$ cat config.mk
export PLATFORM = sky130hd
export DESIGN_NAME = wb_queue
export DESIGN_NICKNAME = d
export VERILOG_FILES = /design/src/rtl/wbq_pkg.sv /design/src/rtl/wbq_fwd_match.sv /design/src/rtl/wb_queue.sv
export SDC_FILE = /design/constraint.sdc
export NUM_CORES = 1
export LEC_CHECK = 0
export BUFFER_PORTS_ARGS = -buffer_cell sky130_fd_sc_hd__buf_2
export CAP_MARGIN = 30
export CORE_MARGIN = 2
export CORE_UTILIZATION = 52
export CTS_BUF_LIST = sky130_fd_sc_hd__clkbuf_4 sky130_fd_sc_hd__clkbuf_8
export CTS_CLUSTER_SIZE = 16
export DETAILED_ROUTE_END_ITERATION = 16
export PLACE_DENSITY = 0.78
export SETUP_SLACK_MARGIN = 0.2
export SYNTH_ARGS = -nofsm -noshare
export SYNTH_HDL_FRONTEND = slang
export SYNTH_SLANG_ARGS = --single-unit
$ cat constraint.sdc
create_clock -name clk -period 7.4 [get_ports clk]
set_clock_uncertainty 0.2 [all_clocks]
set_input_delay 1.48 -clock clk [delete_from_list [all_inputs] [get_ports clk]]
set_output_delay 1.48 -clock clk [all_outputs]
set_load 0.1 [all_outputs]
$ cat src/rtl/wbq_pkg.sv
// Shared defaults and entry type for the write-back queue.
package wbq_pkg;

    localparam int WBQ_DATA_W = 32;
    localparam int WBQ_ADDR_W = 5;
    localparam int WBQ_DEPTH  = 4;

    // One pending register-file write; valid marks a live slot.
    typedef struct packed {
        logic                  valid;
        logic [WBQ_ADDR_W-1:0] rd;
        logic [WBQ_DATA_W-1:0] data;
    } wbq_entry_t;

endpackage

$ cat src/rtl/wbq_fwd_match.sv
// Forwarding CAM: finds the youngest pending entry whose rd matches rs.
module wbq_fwd_match
    import wbq_pkg::*;
#(
    parameter int DEPTH = WBQ_DEPTH
) (
    input  wbq_entry_t                  entries [DEPTH],
    input  logic [$clog2(DEPTH)-1:0]    head,
    input  logic [$clog2(DEPTH):0]      count,
    input  logic [WBQ_ADDR_W-1:0]       rs,
    output logic                        hit,
    output logic [WBQ_DATA_W-1:0]       data
);

    localparam int PW = $clog2(DEPTH);
    localparam int CW = PW + 1;

    // Walk oldest to youngest from head; later matches overwrite earlier ones.
    always_comb begin
        hit  = 1'b0;
        data = '0;
        for (int i = 0; i < DEPTH; i++) begin
            if ((CW'(i) < count) && (rs != '0) &&
                entries[head + PW'(i)].valid &&
                (entries[head + PW'(i)].rd == rs)) begin
                hit  = 1'b1;
                data = entries[head + PW'(i)].data;
            end
        end
    end

endmodule

$ cat src/rtl/wb_queue.sv
// Write-back queue: merges ALU and load results into an in-order FIFO,
// drains one entry per cycle to the register file, and forwards pending
// data to decode. Entry widths follow the wbq_pkg defaults.
module wb_queue
    import wbq_pkg::*;
#(
    parameter int DEPTH  = WBQ_DEPTH,
    parameter int DATA_W = WBQ_DATA_W,
    parameter int ADDR_W = WBQ_ADDR_W
) (
    input  logic                     clk,
    input  logic                     reset,
    input  logic                     alu_valid,
    input  logic [ADDR_W-1:0]        alu_rd,
    input  logic [DATA_W-1:0]        alu_data,
    output logic                     alu_ready,
    input  logic                     ld_valid,
    input  logic [ADDR_W-1:0]        ld_rd,
    input  logic [DATA_W-1:0]        ld_data,
    output logic                     ld_ready,
    output logic                     rf_writeEn,
    output logic [ADDR_W-1:0]        rf_rd,
    output logic [DATA_W-1:0]        rf_data,
    input  logic [ADDR_W-1:0]        rs1,
    input  logic [ADDR_W-1:0]        rs2,
    output logic                     fwd1_hit,
    output logic [DATA_W-1:0]        fwd1_data,
    output logic                     fwd2_hit,
    output logic [DATA_W-1:0]        fwd2_data,
    output logic [$clog2(DEPTH):0]   pending
);

    localparam int PW = $clog2(DEPTH);
    localparam int CW = PW + 1;

    wbq_entry_t       entries [DEPTH];
    logic [PW-1:0]    head;
    logic [PW-1:0]    tail;
    logic [CW-1:0]    count;

    logic             pop;
    logic             ld_enq;
    logic             alu_enq;
    logic [1:0]       enq_count;
    wbq_entry_t       head_e;

    // Readiness looks only at the registered count; load keeps the last slot.
    always_comb begin
        ld_ready  = (count < CW'(DEPTH));
        alu_ready = ld_valid ? (count <= CW'(DEPTH - 2)) : (count < CW'(DEPTH));
        ld_enq    = ld_valid && ld_ready && (ld_rd != '0);
        alu_enq   = alu_valid && alu_ready && (alu_rd != '0);
        enq_count = {1'b0, ld_enq} + {1'b0, alu_enq};
        pop       = (count != '0);
        head_e    = entries[head];
    end

    // Write port shows the head; reset suppresses it so queued data never lands.
    always_comb begin
        rf_writeEn = pop && head_e.valid && !reset;
        rf_rd      = rf_writeEn ? head_e.rd   : '0;
        rf_data    = rf_writeEn ? head_e.data : '0;
        pending    = count;
    end

    // FIFO storage and pointers; load is enqueued ahead of a same-cycle ALU result.
    always_ff @(posedge clk) begin
        if (reset) begin
            head  <= '0;
            tail  <= '0;
            count <= '0;
            for (int i = 0; i < DEPTH; i++) begin
                entries[i] <= '0;
            end
        end else begin
            if (pop) begin
                entries[head].valid <= 1'b0;
            end
            if (ld_enq) begin
                entries[tail] <= '{valid: 1'b1, rd: ld_rd, data: ld_data};
            end
            if (alu_enq) begin
                entries[tail + PW'(ld_enq)] <= '{valid: 1'b1, rd: alu_rd, data: alu_data};
            end
            head  <= head + PW'(pop);
            tail  <= tail + PW'(enq_count);
            count <= count + CW'(enq_count) - CW'(pop);
        end
    end

    wbq_fwd_match #(.DEPTH(DEPTH)) u_fwd1 (
        .entries (entries),
        .head    (head),
        .count   (count),
        .rs      (rs1),
        .hit     (fwd1_hit),
        .data    (fwd1_data)
    );

    wbq_fwd_match #(.DEPTH(DEPTH)) u_fwd2 (
        .entries (entries),
        .head    (head),
        .count   (count),
        .rs      (rs2),
        .hit     (fwd2_hit),
        .data    (fwd2_data)
    );

endmodule

Word-level counts from Yosys, hierarchy flattened

Cells that the tools add are included.

Logic and storage cells: 137
Output and inout bits: 109
Bits in registers: 159

Add/subtract/negate cells: 9
Order comparisons: 15
Bitwise operators: 6
Mux-type cells: 45
Reduce and logical (&&, ||, !) cells: 39
Equal/unequal tests: 8

Operator list:

| kind                  | number |
|---|---|
| $mux W152             | 5 |
| $bwmux W152           | 3 |
| $mux W38              | 11 |
| $bmux W38 S2          | 4 |
| $mux W32              | 9 |
| $demux W38 S2         | 3 |
| $eq A5 B5 Y1          | 8 |
| $logic_and A1 B1 Y1   | 33 |
| $reduce_bool A5 Y1    | 4 |
| $ge A3 B3 Y1 const B  | 6 |
| $not A2 Y3            | 6 |
| $lt A3 B1 Y1 const B  | 3 |
| $mux W1               | 9 |
| $lt A1 B3 Y1 const A  | 2 |
| $lt A2 B3 Y1 const A  | 2 |
| $mux W5               | 1 |
| $add A2 B1 Y2         | 2 |
| $add A2 B2 Y2 const B | 2 |
| $add A3 B2 Y3         | 1 |
| $le A3 B2 Y1 const B  | 1 |
| $lt A3 B3 Y1 const B  | 1 |
| $reduce_bool A3 Y1    | 1 |
| $sub A3 B1 Y3         | 1 |
| $add A1 B1 Y2         | 1 |
| 3 further kinds       | 3 |

Logic depth before layout (Yosys ltp)

Gate-level depths: netlist of run 1.

Depth in word-level cells: 13
Depth in mapped cells: 17

Hierarchy

Synthesis of run 1 repeated with hierarchy kept, for this count alone.

Cell total of the unflattened synthesis: 2,146
Area, all modules: 18,267.5 µm²

Modules (own cells, without submodules):

| module        | seq. area each (µm²) | area an instance (µm²) | times used | cells each |
|---|---|---|---|---|
| wb_queue      | 3,183.1              | 9,546.7                | 1          | 898 |
| wbq_fwd_match | 0.0                  | 4,360.4                | 2          | 624 |

Worst setup path after synthesis of run 1

OpenSTA, ideal clock, no wires.

Path kind: register to output
Start: register head[1]
End: output port fwd1_data[30]
Path buffers: 6
Data arrival time: 5,729 ps
Cell stages (with the launch flop): 15
Path slack: -9 ps
Required time: 5,720 ps
Path through: dfxtp_1 clkbuf_1 buf_1 buf_1 clkbuf_1 inv_1 ha_1 buf_2 mux4_2 or3_1 a211oi_1 nand4_2 buf_2 mux2i_1 o221ai_1

Word-level cells in the longest chain between the ends: 10
Elaborated cells between the ends (all ways): 35

RTL lines:

| what                                                                    | line                                                          | source |
|---|---|---|
| start, declared                                                         | wb_queue.sv:37                                                | `logic [PW-1:0] head;` |
| start signal, assigned                                                  | wb_queue.sv:85                                                | `head <= head + PW'(pop);` |
| $add A2 B1 Y2 / $not A2 Y3 (equally long branches)                      | wbq_fwd_match.sv:24, wbq_fwd_match.sv:25, wbq_fwd_match.sv:27 |  |
| $not A2 Y3 (implied by the code) / $bmux W38 S2 (equally long branches) | wbq_fwd_match.sv:24, wbq_fwd_match.sv:25, wbq_fwd_match.sv:27 |  |
| $bmux W38 S2 / $mux W38 (equally long branches)                         | wbq_fwd_match.sv:24, wbq_fwd_match.sv:25, wbq_fwd_match.sv:27 |  |
| $mux W38 (implied by the code)                                          | wbq_fwd_match.sv:25                                           | `(entries[head + PW'(i)].rd == rs)) begin` |
| $mux W38 (implied by the code) (tied with other cells)                  | wbq_fwd_match.sv:25                                           |  |
| $eq A5 B5 Y1 (tied with other cells)                                    | wbq_fwd_match.sv:25                                           |  |
| $logic_and A1 B1 Y1 / $mux W32 (equally long branches)                  | wbq_fwd_match.sv:24, wbq_fwd_match.sv:23                      |  |
| $mux W32 (2 in a row)                                                   | wbq_fwd_match.sv:23                                           | `if ((CW'(i) < count) && (rs != '0) &&` |
| $mux W32 *                                                              | wbq_fwd_match.sv:23                                           |  |
| end, declared                                                           | wb_queue.sv:27                                                | `output logic [DATA_W-1:0] fwd1_data,` |

Every way passes the cells marked *; elsewhere a longest branch is shown, timed or not. The select of a mux whose other input is x is not followed.

Worst setup path in the final report of run 1

Start: register head[1]
End: output port fwd1_data[1]

Same word-level chain as after synthesis.

==> metrics.txt, run 1 <==
FMAX=158 MHz; layout net count=1578; main flop type after synthesis=dfxtp_1; port buffer count=196; CTS tree=yes; crit path capture=fwd1_data[1]; final instance area=16200 sq um; Total GRT Usage=30.9%; synthesized area per cell=9.89 sq um; R2R cell count=7; Initial Util=52.9%; Final ANT Viol Nets=0; die height=167 um; die area=27700 sq um; Synth Register Bits=159; worst hold path class=reg -> reg; DP HPWL=29.0 mm; clock buffer depth=2; r2r setup slk=4270 ps; 1st-iter DRT viols=1236; Post-CTS Setup Inserts=0; final global-route overflow total=0; leakage power=0.00672 uW; Die Wd=167 um; Mapped Cells=1389; Synth Net Count=1489; WL/cell=23.8 um; Worst Setup End Kind=output pin; CTS buffer count=17; relative slew slack=34.2%; global placement routability congestion=0.933; CTS resizes=0; core footprint=26000 sq um; first-pass GRT wire length=68.9 mm; number of synthesized flops with an enable pin=0; R2R Path End=entries[111]$_SDFF_PP0_; clk_lat worst skew=480 ps; mapped cell area=13700 sq um; Peak VDD IR=281 uV; Pre-Repair DR Iteration Count=5; # IOs=197; Slew Viols, Final=0; area delta synth->final=17.8%; fillers=2084; vias per cell=6.89; total number of vias=12600; RSZ-0062 raised after global routing=no; Worst EP arrival=4630 ps; maxcap violations=0; post-place instance area=15600 sq um; CP Data Required Time=5720 ps; outcome=finished, final reports clean; worst-margin pin slew=987 ps; largest net degree at the start of global routing=76; share of cells above drive strength 1=31.3%; FP Rows=59; CP startpoint kind=flop; start point of the critical path=head[1]$_SDFF_PP0_; asr flop ratio synth=0%; Cell Pwr Density=342 nW/um^2; register area share after synthesis=23.2%; clock root cell=clkbuf_8; CTS sink cnt=159; endpoints failing hold=0; # setup viols final=0; Netlist cell types=50; H-tree Lvls=4; hold_buf cts=0; minimum clock period=6310 ps; origin of the critical flop-to-flop path=pending[2]$_SDFF_PP0_; initial antenna violation count=7; Remaining DRCs=0; drt total wl=43.5 mm; WS Path Type=reg -> out; Clock transition at path regs=90 ps; CP Max Fanout=47; number of global-route vias before repair=12267; final worst path period share=85.3%; setup TNS=0 ps; synth warn=0
placed cells by master, fill, tap and decap left out, types with 35 or more instances in the layout:
cell / instances
and2_1: 38
mux4_2: 149
nand2_1: 106
nor2_1: 156
mux2i_1: 211
dfxtp_1: 157
buf_2: 149
xnor2_1: 35
buf_12: 46
a211oi_1: 150
sequential cells by signal (all words and copies together) (netlist names):
name     cells
entries    152
head         2
pending      3
tail         2
critical path, stage by stage, from the launching register on:
cell,delay [ps]
dfxtp_4,780
inv_1,210
ha_4,430
buf_4,360
buf_16,320
mux4_1,360
nand2_1,100
nor4b_2,50
or2_2,470
buf_4,330
o221ai_1,240
buf_2,470
metal layers:
layer,GRT usage [%],share of wire [%]
met5,0,0.0092
met4,12.3,3.0
met3,6.99,11
met2,48.9,47
met1,41.3,39
through the flow:
step / total power [uW] / setup slack (ps) / utilization, % / hold WS [ps] / cells
finish: 5530 / 1090 / 62.2 / 348 / 1830
global route: 5820 / 810 / 62.2 / 388 / 1828
CTS: 5470 / 1020 / 61.9 / 343 / 1823
detailed placement: 4700 / 1550 / 60.1 / 331 / 1791
global placement: 4560 / 1430 / 60.0 / 313 / 1789
floorplan: 3990 / 254 / - / 283 / 1389
cells in the mapped netlist, types with 3 or more instances:
cell type	n	area share, %
xnor2_1	35	2.2
nor2_1	158	4.3
xor2_1	10	0.64
ha_1	11	1.0
mux2i_1	211	15
nor2b_1	5	0.23
and2_1	38	1.7
clkbuf_1	92	2.5
a211oi_1	150	8.2
mux4_2	149	24
buf_1	25	0.68
o211ai_2	10	0.91
buf_4	3	0.16
nand3_1	35	1.3
a31oi_1	4	0.18
nor3_1	5	0.18
inv_1	11	0.30
nand2_1	108	3.0
buf_2	29	1.1
dfxtp_1	159	23
o221ai_1	33	2.1
a21oi_1	3	0.11
nor3b_1	30	1.6
nand4_1	10	0.46
o21ai_0	5	0.18
o211ai_1	21	1.1
or3_1	5	0.23
or2_2	3	0.14
o21a_1	3	0.16
worst min-delay path by stage:
| stage | start | endpoint | slack, ps | depth (start not counted) |
|---|---|---|---|---|
| after floorplan | entries[113]$_SDFF_PP0_ | entries[113]$_SDFF_PP0_ | 280 | 2 |
| after global placement | entries[37]$_SDFF_PP0_ | entries[37]$_SDFF_PP0_ | 310 | 2 |
| after detailed placement | entries[113]$_SDFF_PP0_ | entries[113]$_SDFF_PP0_ | 330 | 2 |
| after CTS | entries[113]$_SDFF_PP0_ | entries[113]$_SDFF_PP0_ | 340 | 2 |
| after global routing | entries[113]$_SDFF_PP0_ | entries[113]$_SDFF_PP0_ | 390 | 2 |
| final | entries[113]$_SDFF_PP0_ | entries[113]$_SDFF_PP0_ | 350 | 2 |
cell families (layout without fill, tap and decap cells):
family                     count (synthesis)  count (layout)  share of synthesized area (%)
and+or+nand+nor                          407             407                           13.8
muxes                                    363             363                           40.2
AOI/OAI and AO/OA                        238             238                           13.6
buffers and inverters                    165             267                           5.28
DFF                                      159             159                           23.2
xor gates and xnor gates                  45              45                           2.87
adders and majority gates                 12              12                           1.15
other                                      0               4                              0
power breakdown:
| part | internal [uW] | total [uW] | switching [uW] |
|---|---|---|---|
| logic | 1490 | 3200 | 1720 |
| clock network | 380 | 759 | 379 |
| registers | 1140 | 1570 | 424 |
cell type report:
type	count	area, sq um	share of cell area, %
Clock buffer	17	234	1.45
Tap cell	335	419	2.59
Inverter	11	41.3	0.255
Clock inverter	15	225	1.39
Multi-Input combinational cell	1065	10100	62.3
Antenna cell	4	10.0	0.0619
Sequential cell	159	3190	19.7
Timing Repair Buffer	224	1970	12.2
Power figures use the tool's default switching activity.
==> run 2, diff against run 1 <==
==> constraint.sdc (replaced) <==
create_clock -name clk -period 7.4 [get_ports clk]
set_clock_uncertainty 0.2 [all_clocks]
set_input_delay 2.22 -clock clk [delete_from_list [all_inputs] [get_ports clk]]
set_output_delay 2.22 -clock clk [all_outputs]
set_load 0.1 [all_outputs]
==> metrics.txt, run 2 (synthesis results as in run 1) <==
maxcap violations=0; first-pass GRT wire length=68.3 mm; minimum clock period=6960 ps; port buffer count=196; Cell Pwr Density=338 nW/um^2; RSZ-0062 raised after global routing=no; wl on met1=16.6 mm; # setup viols final=0; DP Cell Count=1797; Post-CTS Setup Inserts=0; most frequent cells in the layout=mux2i_1 (211), buf_2 (162), dfxtp_1 (157); FP Rows=59; HP Start=entries[37]$_SDFF_PP0_; CTS resizes=0; Die Wd=167 um; non-filler instance count after layout=1841; number of flip-flops in the largest register=152; CTS buffer count=17; CP startpoint kind=flop; layout net count=1584; endpoints failing hold=0; Comb power frac=59.1%; start point of the critical path=head[1]$_SDFF_PP0_; Peak VDD IR=213 uV; Sw Ratio=46.5%; clk_lat worst skew=480 ps; outcome=finished, final reports clean; internal power=2900 uW; total number of vias=12648; setup TNS=0 ps; worst hold path class=reg -> reg; CP Data Required Time=4980 ps; 1st-iter DRT viols=1423; final global-route overflow total=0; Register Area=3190 sq um; Pre-Repair DR Iteration Count=6; global placement routability congestion=0.909; WL met2=20.6 mm; number of global-route vias before repair=12321; die area=27700 sq um; fillers=2114; die height=167 um; largest register by flop count=entries; Final ANT Viol Nets=0; Clock transition at path regs=90 ps; area delta synth->final=16.7%; clock share of power=12.2%; leakage power=0.00669 uW; Worst EP arrival=4540 ps; CP Max Fanout=42; clock buffer depth=2; worst-margin pin slew=949 ps; Max Used Layer=met5; CTS sink cnt=159; DP HPWL=28.9 mm; area used by multi-input combinational logic=10100 sq um; origin of the critical flop-to-flop path=pending[2]$_SDFF_PP0_; WL/cell=23.5 um; hold_buf cts=0; WS Path Type=reg -> out; share of power burned in registers=28.7%; largest net degree at the start of global routing=99; drt total wl=43.2 mm; WL met3=4.60 mm; initial antenna violation count=11; Switching Power=2520 uW; vias per cell=6.87; share of cells above drive strength 1=32.0%; Total GRT Usage=30.7%; Initial Util=52.9%; most common cell after layout, fill and taps aside=mux2i_1; core footprint=26000 sq um; Worst Setup End Kind=output pin; H-tree Lvls=4; clock root cell=clkbuf_8; Slew Viols, Final=0; relative slew slack=36.7%; final core utilization=61.7%; FMAX=144 MHz; # IOs=197; Remaining DRCs=0; CTS tree=yes; final worst path period share=94.1%; Final Worst Setup Slack=439 ps; Placement Setup Slack=482 ps
[run 2: power groups by stage]
stage | sequential [uW] | combinational, uW | clock (uW)
floorplan | 1410 | 2610 | 0
global route | 1600 | 3420 | 698
global placement | 1510 | 3060 | 0
CTS | 1540 | 3180 | 662
detailed placement | 1560 | 3160 | 0
finish | 1550 | 3200 | 659
[run 2: worst paths after layout]
| path | to | slack [ps] | depth (start not counted) |
|---|---|---|---|
| worst max-delay path | fwd1_data[10] | 440 | 10 |
| worst min-delay path | entries[37]$_SDFF_PP0_ | 350 | 2 |
| worst max register to register | entries[38]$_SDFF_PP0_ | 4220 | 8 |
| worst min register to register | entries[37]$_SDFF_PP0_ | 350 | 2 |
[run 2: final cells by class]
cell class                 count  share of cell area (%)
timing repair buffer         230                    11.4
antenna                        9                   0.140
tap                          335                    2.61
multi-input combinational   1065                    63.2
clock inverter                14                   0.960
clock buffer                  18                    1.51
sequential                   159                    19.9
inverter                      11                   0.258
[run 2: critical path, cell delays in order, from the launching register on]
cell	delay (ps)
dfxtp_4	780
inv_1	210
ha_4	440
mux4_2	580
or3_1	370
a211oi_1	380
nand4_4	150
buf_4	330
mux2i_1	190
o221ai_2	180
buf_2	450
[run 2: stage by stage]
step / cell area, sq um / hold WS (ps) / power [uW]
floorplan: 14100 / 283 / 4020
global placement: 15500 / 308 / 4570
detailed placement: 15500 / 322 / 4710
CTS: 15900 / 335 / 5370
global route: 16000 / 354 / 5720
finish: 16000 / 350 / 5420
[run 2: routing by layer]
layer | track usage (%) | vias to the layer above
li1 | - | 5555
met1 | 40.0 | 6203
met2 | 48.7 | 773
met3 | 7.44 | 113
met4 | 13.6 | 4
met5 | 0 | -
